### src/rtl/interrupt_sequencer_if.sv
// Memory-side bus of the interrupt sequencer: address, write data, read data and direction.
interface interrupt_sequencer_if #(
    parameter int REG_WIDTH  = 8,
    parameter int ADDR_WIDTH = 16
);
    logic [ADDR_WIDTH-1:0] addr;
    logic [REG_WIDTH-1:0]  dout;
    logic [REG_WIDTH-1:0]  din;
    logic                  rw_n;

    modport master (output addr, output dout, output rw_n, input din);
    modport slave  (input addr, input dout, input rw_n, output din);
endinterface

### src/rtl/interrupt_sequencer.sv
// Reset/NMI/IRQ/BRK entry sequencer: pushes PC and status onto page 1,
// fetches the 16-bit vector and hands it to the PC register.
module interrupt_sequencer #(
    parameter int                    REG_WIDTH  = 8,
    parameter int                    ADDR_WIDTH = 16,
    parameter logic [ADDR_WIDTH-1:0] NMI_VEC    = 16'hFFFA,
    parameter logic [ADDR_WIDTH-1:0] RST_VEC    = 16'hFFFC,
    parameter logic [ADDR_WIDTH-1:0] IRQ_VEC    = 16'hFFFE
) (
    input  logic                  clk,
    input  logic                  reset_n,
    input  logic                  irq_n,
    input  logic                  nmi_n,
    input  logic                  brk_req,
    input  logic                  instr_done,
    input  logic                  i_flag,
    input  logic [REG_WIDTH-1:0]  sp,
    input  logic [ADDR_WIDTH-1:0] pc_in,
    input  logic [REG_WIDTH-1:0]  status_in,
    interrupt_sequencer_if.master bus,
    output logic                  busy,
    output logic                  sp_dec,
    output logic                  pc_load,
    output logic [ADDR_WIDTH-1:0] pc_vec,
    output logic                  set_i,
    output logic                  nmi_ack
);

    localparam logic [ADDR_WIDTH-REG_WIDTH-1:0] STACK_PAGE = 1;

    typedef enum logic [3:0] {
        RST_PCH, RST_PCL, RST_P, IDLE, PUSH_PCH, PUSH_PCL, PUSH_P, VEC_LO, VEC_HI, LOAD
    } state_t;

    state_t                state_q, state_d;
    logic [ADDR_WIDTH-1:0] vec_q, vec_d;
    logic [ADDR_WIDTH-1:0] pc_vec_q, pc_vec_d;
    logic                  brk_q, brk_d;
    logic                  nmi_pending_q, nmi_pending_d;
    logic                  nmi_prev_q, nmi_prev_d;

    logic                  nmi_fall;
    logic                  irq_take;
    logic [ADDR_WIDTH-1:0] stack_addr;
    logic [REG_WIDTH-1:0]  pushed_status;

    assign nmi_fall   = nmi_prev_q & ~nmi_n;
    assign irq_take   = ~irq_n & ~i_flag;
    assign stack_addr = {STACK_PAGE, sp};
    assign pc_vec     = pc_vec_q;

    always_ff @(posedge clk or negedge reset_n) begin
        if (!reset_n) begin
            state_q       <= RST_PCH;
            vec_q         <= RST_VEC;
            pc_vec_q      <= '0;
            brk_q         <= 1'b0;
            nmi_pending_q <= 1'b0;
            nmi_prev_q    <= 1'b1;
        end else begin
            state_q       <= state_d;
            vec_q         <= vec_d;
            pc_vec_q      <= pc_vec_d;
            brk_q         <= brk_d;
            nmi_pending_q <= nmi_pending_d;
            nmi_prev_q    <= nmi_prev_d;
        end
    end

    always_comb begin
        state_d       = state_q;
        vec_d         = vec_q;
        pc_vec_d      = pc_vec_q;
        brk_d         = brk_q;
        nmi_prev_d    = nmi_n;
        nmi_pending_d = nmi_pending_q | nmi_fall;
        case (state_q)
            RST_PCH: state_d = RST_PCL;
            RST_PCL: state_d = RST_P;
            RST_P: begin
                vec_d   = RST_VEC;
                state_d = VEC_LO;
            end
            IDLE: begin
                // Priority: latched NMI edge, then BRK, then unmasked IRQ level.
                if (instr_done) begin
                    if (nmi_pending_q) begin
                        vec_d   = NMI_VEC;
                        brk_d   = 1'b0;
                        state_d = PUSH_PCH;
                    end else if (brk_req) begin
                        vec_d   = IRQ_VEC;
                        brk_d   = 1'b1;
                        state_d = PUSH_PCH;
                    end else if (irq_take) begin
                        vec_d   = IRQ_VEC;
                        brk_d   = 1'b0;
                        state_d = PUSH_PCH;
                    end
                end
            end
            PUSH_PCH: state_d = PUSH_PCL;
            PUSH_PCL: state_d = PUSH_P;
            PUSH_P: begin
                // An NMI arriving during the pushes steals the vector fetch.
                if (nmi_pending_q) begin
                    vec_d = NMI_VEC;
                end
                state_d = VEC_LO;
            end
            VEC_LO: begin
                pc_vec_d[REG_WIDTH-1:0] = bus.din;
                if (vec_q == NMI_VEC) begin
                    nmi_pending_d = nmi_fall;
                end
                state_d = VEC_HI;
            end
            VEC_HI: begin
                pc_vec_d[ADDR_WIDTH-1:REG_WIDTH] = bus.din;
                state_d = LOAD;
            end
            LOAD:    state_d = IDLE;
            default: state_d = RST_PCH;
        endcase
    end

    always_comb begin
        pushed_status    = status_in;
        pushed_status[5] = 1'b1;
        pushed_status[4] = brk_q;
        busy     = 1'b0;
        bus.addr = '0;
        bus.dout = '0;
        bus.rw_n = 1'b1;
        sp_dec   = 1'b0;
        pc_load  = 1'b0;
        set_i    = 1'b0;
        nmi_ack  = 1'b0;
        // Outputs follow reset combinationally so an abort is visible immediately.
        if (!reset_n) begin
            busy = 1'b1;
        end else begin
            case (state_q)
                RST_PCH, RST_PCL, RST_P: begin
                    busy     = 1'b1;
                    bus.addr = stack_addr;
                    sp_dec   = 1'b1;
                end
                PUSH_PCH: begin
                    busy     = 1'b1;
                    bus.addr = stack_addr;
                    bus.dout = pc_in[ADDR_WIDTH-1:REG_WIDTH];
                    bus.rw_n = 1'b0;
                    sp_dec   = 1'b1;
                end
                PUSH_PCL: begin
                    busy     = 1'b1;
                    bus.addr = stack_addr;
                    bus.dout = pc_in[REG_WIDTH-1:0];
                    bus.rw_n = 1'b0;
                    sp_dec   = 1'b1;
                end
                PUSH_P: begin
                    busy     = 1'b1;
                    bus.addr = stack_addr;
                    bus.dout = pushed_status;
                    bus.rw_n = 1'b0;
                    sp_dec   = 1'b1;
                end
                VEC_LO: begin
                    busy     = 1'b1;
                    bus.addr = vec_q;
                    nmi_ack  = (vec_q == NMI_VEC);
                end
                VEC_HI: begin
                    busy     = 1'b1;
                    bus.addr = vec_q + ADDR_WIDTH'(1);
                end
                LOAD: begin
                    busy    = 1'b1;
                    pc_load = 1'b1;
                    set_i   = 1'b1;
                end
                default: busy = 1'b0;
            endcase
        end
    end

endmodule

### src/flat_wrapper.sv
// flat-port wrapper written by rule: the top's interface ports become plain ports
module interrupt_sequencer_flat 
#(
    parameter int                    REG_WIDTH  = 8,
    parameter int                    ADDR_WIDTH = 16,
    parameter logic [ADDR_WIDTH-1:0] NMI_VEC    = 16'hFFFA,
    parameter logic [ADDR_WIDTH-1:0] RST_VEC    = 16'hFFFC,
    parameter logic [ADDR_WIDTH-1:0] IRQ_VEC    = 16'hFFFE
)
  (clk, reset_n, irq_n, nmi_n, brk_req, instr_done, i_flag, sp, pc_in, status_in, busy, sp_dec, pc_load, pc_vec, set_i, nmi_ack, bus_addr, bus_dout, bus_rw_n, bus_din);
  interrupt_sequencer_if #(.REG_WIDTH(REG_WIDTH), .ADDR_WIDTH(ADDR_WIDTH)) bus_i ();
  input  logic clk;
  input  logic reset_n;
  input  logic irq_n;
  input  logic nmi_n;
  input  logic brk_req;
  input  logic instr_done;
  input  logic i_flag;
  input  logic [REG_WIDTH-1:0] sp;
  input  logic [ADDR_WIDTH-1:0] pc_in;
  input  logic [REG_WIDTH-1:0] status_in;
  output logic busy;
  output logic sp_dec;
  output logic pc_load;
  output logic [ADDR_WIDTH-1:0] pc_vec;
  output logic set_i;
  output logic nmi_ack;
  output wire logic [$bits(bus_i.addr)-1:0] bus_addr;
  output wire logic [$bits(bus_i.dout)-1:0] bus_dout;
  output wire logic [$bits(bus_i.rw_n)-1:0] bus_rw_n;
  input wire logic [$bits(bus_i.din)-1:0] bus_din;
  assign bus_addr = bus_i.addr;
  assign bus_dout = bus_i.dout;
  assign bus_rw_n = bus_i.rw_n;
  assign bus_i.din = bus_din;
  interrupt_sequencer #(.REG_WIDTH(REG_WIDTH), .ADDR_WIDTH(ADDR_WIDTH), .NMI_VEC(NMI_VEC), .RST_VEC(RST_VEC), .IRQ_VEC(IRQ_VEC)) u_core (.clk(clk), .reset_n(reset_n), .irq_n(irq_n), .nmi_n(nmi_n), .brk_req(brk_req), .instr_done(instr_done), .i_flag(i_flag), .sp(sp), .pc_in(pc_in), .status_in(status_in), .bus(bus_i), .busy(busy), .sp_dec(sp_dec), .pc_load(pc_load), .pc_vec(pc_vec), .set_i(set_i), .nmi_ack(nmi_ack));
endmodule
### config.mk
export PLATFORM = sky130hd
export DESIGN_NAME = interrupt_sequencer_flat
export DESIGN_NICKNAME = d
export VERILOG_FILES = /design/src/rtl/interrupt_sequencer_if.sv /design/src/rtl/interrupt_sequencer.sv /design/src/flat_wrapper.sv
export SDC_FILE = /design/constraint.sdc
export NUM_CORES = 1
export LEC_CHECK = 0
export BUFFER_PORTS_ARGS = -buffer_cell sky130_fd_sc_hd__clkbuf_2
export CORE_MARGIN = 2
export CORE_UTILIZATION = 43
export CTS_CLUSTER_DIAMETER = 150
export DETAILED_ROUTE_END_ITERATION = 7
export HOLD_SLACK_MARGIN = 0.08
export PLACE_DENSITY_LB_ADDON = 0.08
export SETUP_SLACK_MARGIN = 0.02
export SLEW_MARGIN = 20
export SYNTH_ARGS = -nofsm -noshare
export SYNTH_HDL_FRONTEND = slang
export SYNTH_SLANG_ARGS = --single-unit
export TNS_END_PERCENT = 10
### constraint.sdc
create_clock -name clk -period 1.8 [get_ports clk]
set_input_delay 0 -clock clk [delete_from_list [all_inputs] [get_ports clk]]
set_output_delay 0 -clock clk [all_outputs]
set_load 0.03 [all_outputs]
Word level (Yosys, flattened, before mapping)
Cells that the tools add are included.
{"block": "word_totals", "out_inout_bits": 46, "regBits": 39, "in_bits": 47, "elab_cells": 67}
{"block": "op_classes", "add_sub_neg": 1, "n_bitwise": 6, "n_reduce_logical": 10, "n_mux": 30, "n_eq_ne": 13}
{"op": "$mux W16", "count": 6}
{"op": "$pmux W16 S3", "count": 2}
{"op": "$pmux W4 S9", "count": 1}
{"op": "$pmux W8 S3", "count": 1}
{"op": "$add A16 B1 Y16 const B", "count": 1}
{"op": "$eq A16 B16 Y1 const B", "count": 1}
{"op": "$eq A4 B3 Y1 const B", "count": 4}
{"op": "$mux W4", "count": 4}
{"op": "$mux W1", "count": 15}
{"op": "$reduce_or A9 Y1", "count": 1}
{"op": "$eq A4 B2 Y1 const B", "count": 2}
{"op": "$eq A4 B4 Y1 const B", "count": 2}
{"op": "$mux W8", "count": 1}
{"op": "$reduce_bool A3 Y1", "count": 2}
{"op": "$reduce_or A6 Y1", "count": 1}
{"op": "$eq A4 B1 Y1 const B", "count": 1}
{"op": "$logic_not A4 Y1", "count": 1}
{"op": "$ne A4 B2 Y1 const B", "count": 1}
{"op": "$reduce_and A4 Y1", "count": 1}
{"op": "$not A1 Y1", "count": 3}
{"op": "$reduce_and A3 Y1", "count": 1}
{"op": "$reduce_or A3 Y1", "count": 1}
{"op": "$and A1 B1 Y1", "count": 2}
{"op": "$ne A2 B1 Y1 const B", "count": 1}
{"op": "4 further kinds", "count": 4}

Longest topological paths before layout
{"block": "logic_depth", "depth_word": 7, "mapped_depth": 6, "ltp_nobuf": 4}

Worst setup path before layout
No wires, ideal clock.
{"block": "synth_timing", "path_kind": "register to output", "startpoint": "register u_core.state_q[1]", "endpoint": "output port set_i", "path_buffers": 3, "path_stages_with_launch": 5, "arrival_ns": 2.197, "required_time_ns": 1.800, "slack_ns": -0.397, "cell_sequence": "dfrtp_1 > buf_2 > buf_2 > nor4b_1 > buf_4"}
{"block": "synth_between", "elab_chain_len": 3}
{"element": "from (decl)", "line_no": "interrupt_sequencer.sv:35", "text": "state_t state_q, state_d;"}
{"element": "from (signal assigned)", "line_no": "interrupt_sequencer.sv:61", "text": "state_q <= state_d;"}
{"element": "$eq A4 B4 Y1"}
{"element": "$mux W1 (2 in series)"}
{"element": "to (decl)", "line_no": "flat_wrapper.sv:26", "text": "output logic set_i;"}
No other way between the ends.

Worst setup path in the final report
{"block": "layout_timing", "startpoint": "register u_core.state_q[1]", "endpoint": "output port bus_addr[8]"}
{"block": "layout_between", "elab_chain_len": 4, "word_cells_on_any_way": 11, "classes_between": "eq/ne: 7; mux: 2; reduce/logical: 2"}
{"element": "$eq A4 B1 Y1, or another cell as far along", "line_no": "interrupt_sequencer.sv:143", "text": "case (state_q)"}
{"element": "$reduce_or A6 Y1 (no source line)"}
{"element": "$pmux W16 S3 (*)", "line_no": "interrupt_sequencer.sv:143"}
{"element": "$mux W16 (*)", "line_no": "interrupt_sequencer.sv:140", "text": "if (!reset_n) begin"}
{"element": "to (decl)", "line_no": "flat_wrapper.sv:28", "text": "output wire logic [$bits(bus_i.addr)-1:0] bus_addr;"}
Every way passes the cells marked *; elsewhere a longest branch is shown, timed or not.

==> metrics.txt <==
Detailed Place HPWL=2900 um; RR Startpoint=u_core.state_q[3]; maximum clock frequency=0.571 GHz; Cells after Synth=157; sequential area share after synthesis=42.1%; share of the synthesized area in the top cell type=approximately two fifths; fraction of registers with async set/reset=100%; Die Span Y=62.9 um; ys flop type=dfrtp_1; global-route wire length before repair=6440 um; largest net degree at the start of global routing=33; share of cells above drive strength 1=51.9%; Cell Area, Synth=1490 um2; critical path type=flop to primary output; CTS Buf Count=3; Initial Util=between 40% and 50%; Core Rows=21; detailed-route via count=~1600; core area=around 3300 um2; Worst Tran Pin Value=between 400 and 500 ps; power density over the cells=1830 nW/um2; Sequential Power Share=26.3%; HP Class=input pin to asynchronous set/reset pin; Synth Area per Inst=9.51 um2; Crit path arrival time=1750 ps; Routed Wire Length=between 4000 and 5000 um; RSZ-0062 raised after global routing=yes; PnR worst setup slack=48.4 ps; mux cell area share after synthesis=16.8%; top post-synthesis cells by area=dfrtp_1 (39%), mux2_1 (6.0%), mux2_2 (6.0%); final antenna-violating net count=0; Die X=62.9 um; slew margin rel.=67.7%; critical path peak fanout=5; outcome=finished clean; Worst-path clk slew=around 140 ps; n_diodes=0; Leakage Power=1.12 nW; depth of the worst register-to-register path=5; switching share of power=52.4%; gr usage total=19.9%; Tot Pwr=around 0.0041 W; Max Transition Viols Final=0; DRC viols=0; clock power share=6.2%; Net count, final=310; Area growth syn-to-layout=49.4%; Comb power frac=between 60% and 70%; clock period minus worst slack=roughly 1800 ps; final setup skew=2.79 ps; # setup viols final=0; period utilisation layout=between 90% and 100%; Root Buffer=clkbuf_4; Die Area=3960 um2; initial antenna violation count=0; Post-Synth Adder-Cell Area=0%; Top delay family on crit path=flip-flops; drt wl/cell=roughly 13 um; number of global-route vias before repair=~1500; post-synthesis simple-gate area fraction=16.9%; main combinational cell family by area after synthesis=simple AND/OR/NAND/NOR gates; Post-synth EDFFs=0; syn_nets=204; R2R Path End=u_core.brk_q; Initial DRT Pass Iterations=4; post-synthesis xor/xnor area fraction=0%; critical-path cell with the highest stage delay=dfrtp_2; count of cell types in the netlist=36; # IOs=93; Yosys reg bits=25; Peak supply drop=~1.0 mV; Overflow after GRT=0; Reg2Reg Setup Slack=~100 ps; CTS tree=built; CTS max path bufs=2; Startpoint Class=flop; post-synthesis compound-gate area fraction=15.9%; leading area contributor after synthesis=dfrtp_1; H-tree levels=1; Data required, critical path=around 1800 ps; via/cell ratio=between 5 and 6; P_int=about 0.0019 W; Max-Cap Viols=0; DRT iter0 DRCs=25; synth warn=0; Buf/Inv on CP=2; most instantiated cells after synthesis=dfrtp_1 (23), nor2_1 (23), a21oi_1 (17), nand2_1 (11), buf_4 (10); CTS Sinks=25; Clock Latency Late Sink=320 ps; Worst path max stage delay=470 ps; CP cell instances=and3b_2, a21oi_4, inv_2, o21a_1, clkbuf_4; CP Capture Type=primary output; Net Switching=0.00214 W; Placement Setup Slack=roughly 120 ps; GP Congestion=0.791; Hold Vio Cnt, Final=0; Buffers on Ports=90
[power groups by stage]
stage          logic [W]  clock network [W]  registers [W]
2_1_floorplan    0.00160                  0        0.00136
3_3_place_gp     0.00249                  0        0.00104
3_5_place_dp     0.00253                  0        0.00107
4_1_cts          0.00260           0.000260        0.00107
5_1_grt          0.00294           0.000289        0.00110
6_report         0.00275           0.000253        0.00107
[worst max path at each step]
stage                       from            to  slack, ps  depth (start not counted)
2_1_floorplan  u_core.state_q[2]  bus_addr[10]        -70                          6
4_1_cts        u_core.state_q[1]  bus_addr[13]         -4                          4
6_report       u_core.state_q[1]   bus_addr[8]         50                          5
3_3_place_gp   u_core.state_q[2]  bus_addr[10]        180                          4
3_5_place_dp   u_core.state_q[2]  bus_addr[13]        120                          4
5_1_grt        u_core.state_q[1]   bus_addr[8]        -20                          5
[layout make-up]
cell class | instances | area [um2]
clock buffers | 3 | 22.5
multi-input cells | 112 | 791
flip-flops and latches | 25 | 632
well taps | 46 | 57.6
repair buffers | 117 | 707
inverters | 4 | 15.0
clock inverters | 1 | 5.00
fillers | 287 | 1110
[placed cells by master (no fill, tap or decap), types with 2 or more instances in the layout]
cell type	Yosys	final
clkbuf_2	0	84
inv_2	3	3
mux2i_1	7	7
o31ai_1	4	4
buf_6	0	3
buf_4	10	13
o21ai_0	4	4
dfrtp_1	23	20
a21oi_1	17	17
o21a_1	2	2
nor2_1	23	22
dlygate4sd3_1	0	13
buf_2	6	2
dfrtp_2	0	3
mux2_2	8	8
o21ai_1	2	2
nand3_1	2	2
clkbuf_4	0	5
nand2b_1	3	3
mux2_1	8	8
nand2_1	11	11
a21oi_2	2	3
dfstp_2	2	2
[sequential cells by signal, indices dropped and copies added, names as in the netlist]
signal / cells
u_core.state_q: 4
u_core.vec_q: 2
u_core.nmi_pending_q: 1
u_core.pc_vec: 16
u_core.brk_q: 1
u_core.nmi_prev_q: 1
[metrics by stage]
step	util, %	setup TNS, ps	hold WS, ps	std cells	area (um2)
after detailed placement	58.5	0	58.0	283	1950
final	66.8	0	231	308	2230
after floorplan	-	-425	-296	157	1500
after global routing	66.8	-24.5	232	308	2230
after global placement	58.5	0	49.2	283	1950
after CTS	64.2	-8.45	243	301	2140
[worst reg2reg max path, delay by kind of cell, from the launching register on]
family	cells	cell delay [ps]
buf+inv	2	690
simple gates	3	500
flops	1	450
[metal layers]
layer | routed length [um] | GRT usage, % | part of all wire (%) | vias up
met1 | 1690 | 22.4 | 41 | 746
met4 | 62 | 6.94 | 1.5 | 0
met5 | 0 | 0 | 0 | -
met3 | 277 | 3.42 | 6.8 | 8
met2 | 2070 | 37.1 | 50 | 71
li1 | - | - | - | 755
[what timing repair did]
| item | CTS | global route |
|---|---|---|
| gates cloned | 0 | 1 |
| resized for setup | 9 | 14 |
| endpoints found under the hold margin | 45 | 0 |
| setup buffers | 1 | 6 |
| pin swaps | 1 | 2 |
| endpoints found under the setup margin | 26 | 21 |
| hold buffers | 13 | 0 |
[logic make-up (layout without fill, tap and decap cells)]
family,Yosys count,count (layout)
flip-flops,25,25
AO/OA/AOI/OAI,37,38
AND/OR/NAND/NOR,51,51
buffers and inverters,21,125
multiplexers,23,23
(Power assumes the default switching activity.)
